File: config.mk
export PLATFORM = sky130hd
export DESIGN_NAME = mc_mainfsm_flat
export DESIGN_NICKNAME = d
export VERILOG_FILES = /design/src/rtl/mc_mainfsm_if.sv /design/src/rtl/mc_mainfsm.sv /design/src/flat_wrapper.sv
export SDC_FILE = /design/constraint.sdc
export NUM_CORES = 1
export LEC_CHECK = 0
export ABC_AREA = 1
export BUFFER_PORTS_ARGS = -buffer_cell sky130_fd_sc_hd__buf_2
export CAP_MARGIN = 15
export CORE_MARGIN = 2
export CORE_UTILIZATION = 24
export DETAILED_ROUTE_END_ITERATION = 10
export GPL_TIMING_DRIVEN = 0
export REMOVE_ABC_BUFFERS = 1
export SKIP_CTS_REPAIR_TIMING = 1
export SLEW_MARGIN = 5
export SYNTH_ARGS = -nofsm -noshare
export SYNTH_HDL_FRONTEND = slang
export SYNTH_SLANG_ARGS = --single-unit
File: constraint.sdc
create_clock -name clk -period 4 [get_ports clk]
set_clock_uncertainty 0.2 [all_clocks]
set_input_delay 0.8 -clock clk [delete_from_list [all_inputs] [get_ports clk]]
set_output_delay 0.8 -clock clk [all_outputs]
set_load 0.005 [all_outputs]
File: src/rtl/mc_mainfsm_if.sv
// Control bundle between the multicycle main FSM and the datapath/FPU:
// instruction fields and FpDone in, Moore control strobes and debug state out.
interface mc_mainfsm_if;
  logic [1:0] Op;
  logic [5:0] Funct;
  logic       FpDone;
  logic       IRWrite;
  logic       NextPC;
  logic       RegW;
  logic       MemW;
  logic       Branch;
  logic       AdrSrc;
  logic       ALUOp;
  logic       FpStart;
  logic       FpAbort;
  logic [1:0] ALUSrcA;
  logic [1:0] ALUSrcB;
  logic [1:0] ResultSrc;
  logic [3:0] State;

  modport slave (
    input  Op, Funct, FpDone,
    output IRWrite, NextPC, RegW, MemW, Branch, AdrSrc, ALUOp, FpStart, FpAbort,
    output ALUSrcA, ALUSrcB, ResultSrc, State
  );

  modport master (
    output Op, Funct, FpDone,
    input  IRWrite, NextPC, RegW, MemW, Branch, AdrSrc, ALUOp, FpStart, FpAbort,
    input  ALUSrcA, ALUSrcB, ResultSrc, State
  );
endinterface

File: src/rtl/mc_mainfsm.sv
// Moore main controller for a multicycle CPU; outputs decode from registered state only.
// Define MC_FP_EN to add the FP start/wait/writeback path with its timeout counter.
module mc_mainfsm #(
  parameter int FP_TIMEOUT = 15
) (
  input logic          clk,
  input logic          reset,
  mc_mainfsm_if.slave  bus
);

  typedef enum logic [3:0] {
    FETCH    = 4'd0,
    DECODE   = 4'd1,
    MEMADR   = 4'd2,
    MEMREAD  = 4'd3,
    MEMWB    = 4'd4,
    MEMWRITE = 4'd5,
    EXECUTER = 4'd6,
    EXECUTEI = 4'd7,
    ALUWB    = 4'd8,
    BRANCH   = 4'd9,
    FPSTART  = 4'd10,
    FPWAIT   = 4'd11,
    FPWB     = 4'd12
  } state_t;

  // Count value held during the last permitted FPWAIT cycle.
  localparam logic [7:0] WAIT_LAST = 8'(FP_TIMEOUT - 1);

  state_t state_reg, state_next;

`ifdef MC_FP_EN
  logic [7:0] wait_cnt_reg, wait_cnt_next;
  logic       abort_reg, abort_next;
  logic       wait_expired;

  assign wait_expired = (wait_cnt_reg >= WAIT_LAST);

  always_ff @(posedge clk or negedge reset) begin
    if (!reset) begin
      state_reg    <= FETCH;
      wait_cnt_reg <= 8'd0;
      abort_reg    <= 1'b0;
    end else begin
      state_reg    <= state_next;
      wait_cnt_reg <= wait_cnt_next;
      abort_reg    <= abort_next;
    end
  end

  always_comb begin
    wait_cnt_next = wait_cnt_reg;
    if (state_reg == FPSTART)
      wait_cnt_next = 8'd0;
    else if (state_reg == FPWAIT && wait_cnt_reg != 8'hFF)
      wait_cnt_next = wait_cnt_reg + 8'd1;
  end

  // Timeout exit only when FpDone is low; the flag lives for the following FETCH.
  assign abort_next = (state_reg == FPWAIT) && !bus.FpDone && wait_expired;

  wire unused_ok = &{1'b0, bus.Funct[4:1]};
`else
  always_ff @(posedge clk or negedge reset) begin
    if (!reset)
      state_reg <= FETCH;
    else
      state_reg <= state_next;
  end

  wire unused_ok = &{1'b0, bus.FpDone, bus.Funct[4:1], WAIT_LAST};
`endif

  always_comb begin
    state_next = FETCH;
    case (state_reg)
      FETCH:    state_next = DECODE;
      DECODE: begin
        case (bus.Op)
          2'b00:   state_next = bus.Funct[5] ? EXECUTEI : EXECUTER;
          2'b01:   state_next = MEMADR;
          2'b10:   state_next = BRANCH;
`ifdef MC_FP_EN
          default: state_next = FPSTART;
`else
          default: state_next = FETCH;
`endif
        endcase
      end
      MEMADR:   state_next = bus.Funct[0] ? MEMREAD : MEMWRITE;
      MEMREAD:  state_next = MEMWB;
      MEMWB:    state_next = FETCH;
      MEMWRITE: state_next = FETCH;
      EXECUTER: state_next = ALUWB;
      EXECUTEI: state_next = ALUWB;
      ALUWB:    state_next = FETCH;
      BRANCH:   state_next = FETCH;
`ifdef MC_FP_EN
      FPSTART:  state_next = FPWAIT;
      FPWAIT: begin
        if (bus.FpDone)
          state_next = FPWB;
        else if (wait_expired)
          state_next = FETCH;
        else
          state_next = FPWAIT;
      end
      FPWB:     state_next = FETCH;
`endif
      default:  state_next = FETCH;
    endcase
  end

  always_comb begin
    bus.IRWrite   = 1'b0;
    bus.NextPC    = 1'b0;
    bus.RegW      = 1'b0;
    bus.MemW      = 1'b0;
    bus.Branch    = 1'b0;
    bus.AdrSrc    = 1'b0;
    bus.ALUOp     = 1'b0;
    bus.FpStart   = 1'b0;
    bus.FpAbort   = 1'b0;
    bus.ALUSrcA   = 2'b00;
    bus.ALUSrcB   = 2'b00;
    bus.ResultSrc = 2'b00;
    bus.State     = state_reg;
    case (state_reg)
      FETCH: begin
        bus.IRWrite   = 1'b1;
        bus.NextPC    = 1'b1;
        bus.ALUSrcA   = 2'b01;
        bus.ALUSrcB   = 2'b10;
        bus.ResultSrc = 2'b10;
`ifdef MC_FP_EN
        bus.FpAbort   = abort_reg;
`endif
      end
      DECODE: begin
        bus.ALUSrcA   = 2'b01;
        bus.ALUSrcB   = 2'b10;
        bus.ResultSrc = 2'b10;
      end
      MEMADR: begin
        bus.ALUSrcB   = 2'b01;
      end
      MEMREAD: begin
        bus.AdrSrc    = 1'b1;
      end
      MEMWB: begin
        bus.ResultSrc = 2'b01;
        bus.RegW      = 1'b1;
      end
      MEMWRITE: begin
        bus.AdrSrc    = 1'b1;
        bus.MemW      = 1'b1;
      end
      EXECUTER: begin
        bus.ALUOp     = 1'b1;
      end
      EXECUTEI: begin
        bus.ALUOp     = 1'b1;
        bus.ALUSrcB   = 2'b01;
      end
      ALUWB: begin
        bus.RegW      = 1'b1;
      end
      BRANCH: begin
        bus.ALUSrcA   = 2'b10;
        bus.ALUSrcB   = 2'b01;
        bus.ResultSrc = 2'b10;
        bus.Branch    = 1'b1;
      end
`ifdef MC_FP_EN
      FPSTART: begin
        bus.FpStart   = 1'b1;
      end
      FPWB: begin
        bus.RegW      = 1'b1;
      end
`endif
      default: ;
    endcase
  end

endmodule
File: src/flat_wrapper.sv
// flat-port wrapper written by rule: the top's interface ports become plain ports
module mc_mainfsm_flat 
#(
  parameter int FP_TIMEOUT = 15
)
  (clk, reset, bus_Op, bus_Funct, bus_FpDone, bus_IRWrite, bus_NextPC, bus_RegW, bus_MemW, bus_Branch, bus_AdrSrc, bus_ALUOp, bus_FpStart, bus_FpAbort, bus_ALUSrcA, bus_ALUSrcB, bus_ResultSrc, bus_State);
  mc_mainfsm_if bus_i ();
  input logic clk;
  input logic reset;
  input wire logic [$bits(bus_i.Op)-1:0] bus_Op;
  input wire logic [$bits(bus_i.Funct)-1:0] bus_Funct;
  input wire logic [$bits(bus_i.FpDone)-1:0] bus_FpDone;
  output wire logic [$bits(bus_i.IRWrite)-1:0] bus_IRWrite;
  output wire logic [$bits(bus_i.NextPC)-1:0] bus_NextPC;
  output wire logic [$bits(bus_i.RegW)-1:0] bus_RegW;
  output wire logic [$bits(bus_i.MemW)-1:0] bus_MemW;
  output wire logic [$bits(bus_i.Branch)-1:0] bus_Branch;
  output wire logic [$bits(bus_i.AdrSrc)-1:0] bus_AdrSrc;
  output wire logic [$bits(bus_i.ALUOp)-1:0] bus_ALUOp;
  output wire logic [$bits(bus_i.FpStart)-1:0] bus_FpStart;
  output wire logic [$bits(bus_i.FpAbort)-1:0] bus_FpAbort;
  output wire logic [$bits(bus_i.ALUSrcA)-1:0] bus_ALUSrcA;
  output wire logic [$bits(bus_i.ALUSrcB)-1:0] bus_ALUSrcB;
  output wire logic [$bits(bus_i.ResultSrc)-1:0] bus_ResultSrc;
  output wire logic [$bits(bus_i.State)-1:0] bus_State;
  assign bus_i.Op = bus_Op;
  assign bus_i.Funct = bus_Funct;
  assign bus_i.FpDone = bus_FpDone;
  assign bus_IRWrite = bus_i.IRWrite;
  assign bus_NextPC = bus_i.NextPC;
  assign bus_RegW = bus_i.RegW;
  assign bus_MemW = bus_i.MemW;
  assign bus_Branch = bus_i.Branch;
  assign bus_AdrSrc = bus_i.AdrSrc;
  assign bus_ALUOp = bus_i.ALUOp;
  assign bus_FpStart = bus_i.FpStart;
  assign bus_FpAbort = bus_i.FpAbort;
  assign bus_ALUSrcA = bus_i.ALUSrcA;
  assign bus_ALUSrcB = bus_i.ALUSrcB;
  assign bus_ResultSrc = bus_i.ResultSrc;
  assign bus_State = bus_i.State;
  mc_mainfsm #(.FP_TIMEOUT(FP_TIMEOUT)) u_core (.clk(clk), .reset(reset), .bus(bus_i));
endmodule
==> flow_metrics.py <==
metrics = {
    "status": {
        "status": "finished, final reports clean",
    },
    "grt": {
        "grt_max_degree": 10,
        "grt_first_pass_wirelength_um": 1338,
        "grt_pass1_vias": 330,
        "grtUsageMet2": 0.1667,
        "grt_util_met3": 0.02979,
        "busiest_layer": "met2",
        "grt_usage": 0.09930,
        "grt_overflow": 0,
        "grt_antenna_before_repair": 0,
        "use_met1": 0.1094,
    },
    "placement": {
        "dpl_cell_area_sq_um": 455.4,
        "pre_cts_slack_ns": 1.946,
        "placed_cells": 85,
        "dp_hpwl_um": 738.3,
        "gp_congestion": 0.7240,
        "io_buffers": 22,
    },
    "timing": {
        "fin_crit_ns": 2.295,
        "final-hold-violation-count": 0,
        "finalSetupViolCount": 0,
        "fmaxAchievable_mhz": 435.6,
        "timing.final.crit_share": 0.5739,
        "hold_slack_ns": 0.1632,
        "slew_violations": 0,
        "layout_setup_ws_ns": 1.705,
        "finalSetupTns_ns": 0,
        "rsz0062_at_grt": "false",
    },
    "cells_and_area": {
        "largest_reg_flops": 4,
        "stdcell_area_sq_um": 478.0,
        "fin_nets": 86,
        "antennaDiodeCount": 0,
        "drive_gt1_frac": 0.5068,
        "final_util": 0.3540,
        "final_cells": 88,
        "synthToLayoutAreaGrowth_pct": 32.64,
    },
    "setup_path": {
        "arrival_ns": 1.30,
        "worstPathRequired_ns": 3.00,
        "cp-startpoint": "u_core.bus.State[1]$_DFF_PN0_",
        "end_kind": "primary output",
        "startpoint_type": "register",
        "path_max_fanout": 9,
        "rr_startpoint": "u_core.bus.State[1]$_DFF_PN0_",
        "critical_path_class": "reg -> out",
    },
    "route": {
        "drt_iter0_drc": 7,
        "drc": 0,
        "dr.pass1.iters": 4,
        "wire_per_inst_um": 9.648,
        "ant_nets": 0,
        "finalWirelength_um": 849,
        "via_count": 392,
        "vias_per_cell": 4.455,
    },
    "synth": {
        "synthDistinctLibCells": 16,
        "synth_top_area_share": 0.2778,
        "synthTopCellsByArea": "dfrtp_1 28%, buf_4 10%, nand3_1 9.7%",
        "ys_seq_area_frac": 0.2778,
        "yosysWarnings": 0,
        "syn-instance-count": 52,
        "syn_area_sq_um": 360.3,
        "avgSynthCellArea_sq_um": 6.930,
        "ys_seq_elements": 4,
        "yosys.area.top_type": "dfrtp_1",
    },
    "pwr": {
        "ir_worst_vdd_uv": 341.0,
        "power_uw": 375.6,
        "p_per_area_nw_per_um2": 785.9,
        "power_leakage_nw": 0.2938,
    },
    "die": {
        "core_sq_um": 1350,
        "start_util": 0.2669,
        "io_pins": 30,
        "die_y_um": 42.75,
        "die_area_sq_um": 1828,
        "fp.dieW_um": 42.75,
        "placementRows": 13,
    },
    "clock_tree": {
        "tritoncts": "done",
        "clkTransAtPathRegs_ns": 0.04,
        "clk_latency_ns": 0.23,
        "cts_sinks": 4,
        "clk_path_buf_depth": 2,
        "root_buffer": "clkbuf_4",
        "cts-buffers-inserted": 3,
        "htreeDepth": 1,
    },
    "job": {
        "drv_cap": 0,
    },
    "worst_hold_path": {
        "min_path_type": "in -> async",
    },
}
where the power goes:
group          total, mW  switching, mW  leakage (nW)  internal, mW
logic              0.235          0.134         0.228         0.101
clock network     0.0498         0.0163        0.0138        0.0335
registers         0.0912         0.0341        0.0519        0.0570
cells in the mapped netlist:
library cell,n
nor2_1,6
a21oi_2,1
inv_2,2
nand3_2,1
nand3_1,7
nor2_2,2
nand2_1,6
nand2_2,1
inv_1,8
conb_1,1
nor2_4,2
o21ai_0,1
o21ai_1,2
buf_4,5
o21ai_2,3
dfrtp_1,4
cells by family after synthesis:
family                 Yosys count  share of synthesized area
flip-flops                       4                     0.2778
buffers and inverters           15                     0.2084
AND/OR/NAND/NOR                 25                     0.3646
other                            1                    0.01041
AO/OA/AOI/OAI                    7                     0.1389
per-layer routing:
metal / wire length [um] / vias up
met4: 8 / 0
met3: 92 / 2
met1: 340 / 168
li1: - / 199
met5: 0 / -
met2: 407 / 23
worst paths after layout:
path,cells after the start,slack (ns),to
max,5,1.70,bus_ALUSrcB[0]
min,1,0.16,u_core.bus.State[1]$_DFF_PN0_
max reg2reg,4,2.74,u_core.bus.State[2]$_DFF_PN0_
min reg2reg,3,0.43,u_core.bus.State[0]$_DFF_PN0_
max in group asynchronous,1,3.31,u_core.bus.State[2]$_DFF_PN0_
min in group clk,3,0.43,u_core.bus.State[0]$_DFF_PN0_
layout make-up:
type                       count  area [sq um]
fill                         159         872.1
multi-input combinational     34         188.9
timing repair buffer          22         110.1
sequential                     4         100.1
inverter                      10         37.54
clock buffer                   3         22.52
tap                           15         18.77
worst max-delay path, cell delays in order, from the launching register on:
cell and delay, ns:
dfrtp_1 0.54, inv_1 0.11, nor2_2 0.15, nand2_1 0.06, nand3_1 0.08, buf_2 0.11
layout by cell type (no fill, tap or decap), drive strengths merged:
cell and instances:
inv 10, buf 22, nand2 7, nand3 8, dfrtp 4, clkbuf 3
conb 2, nor2 10, a21oi 1, o21ai 6
Note: power is estimated with default switching activity, not from simulation.
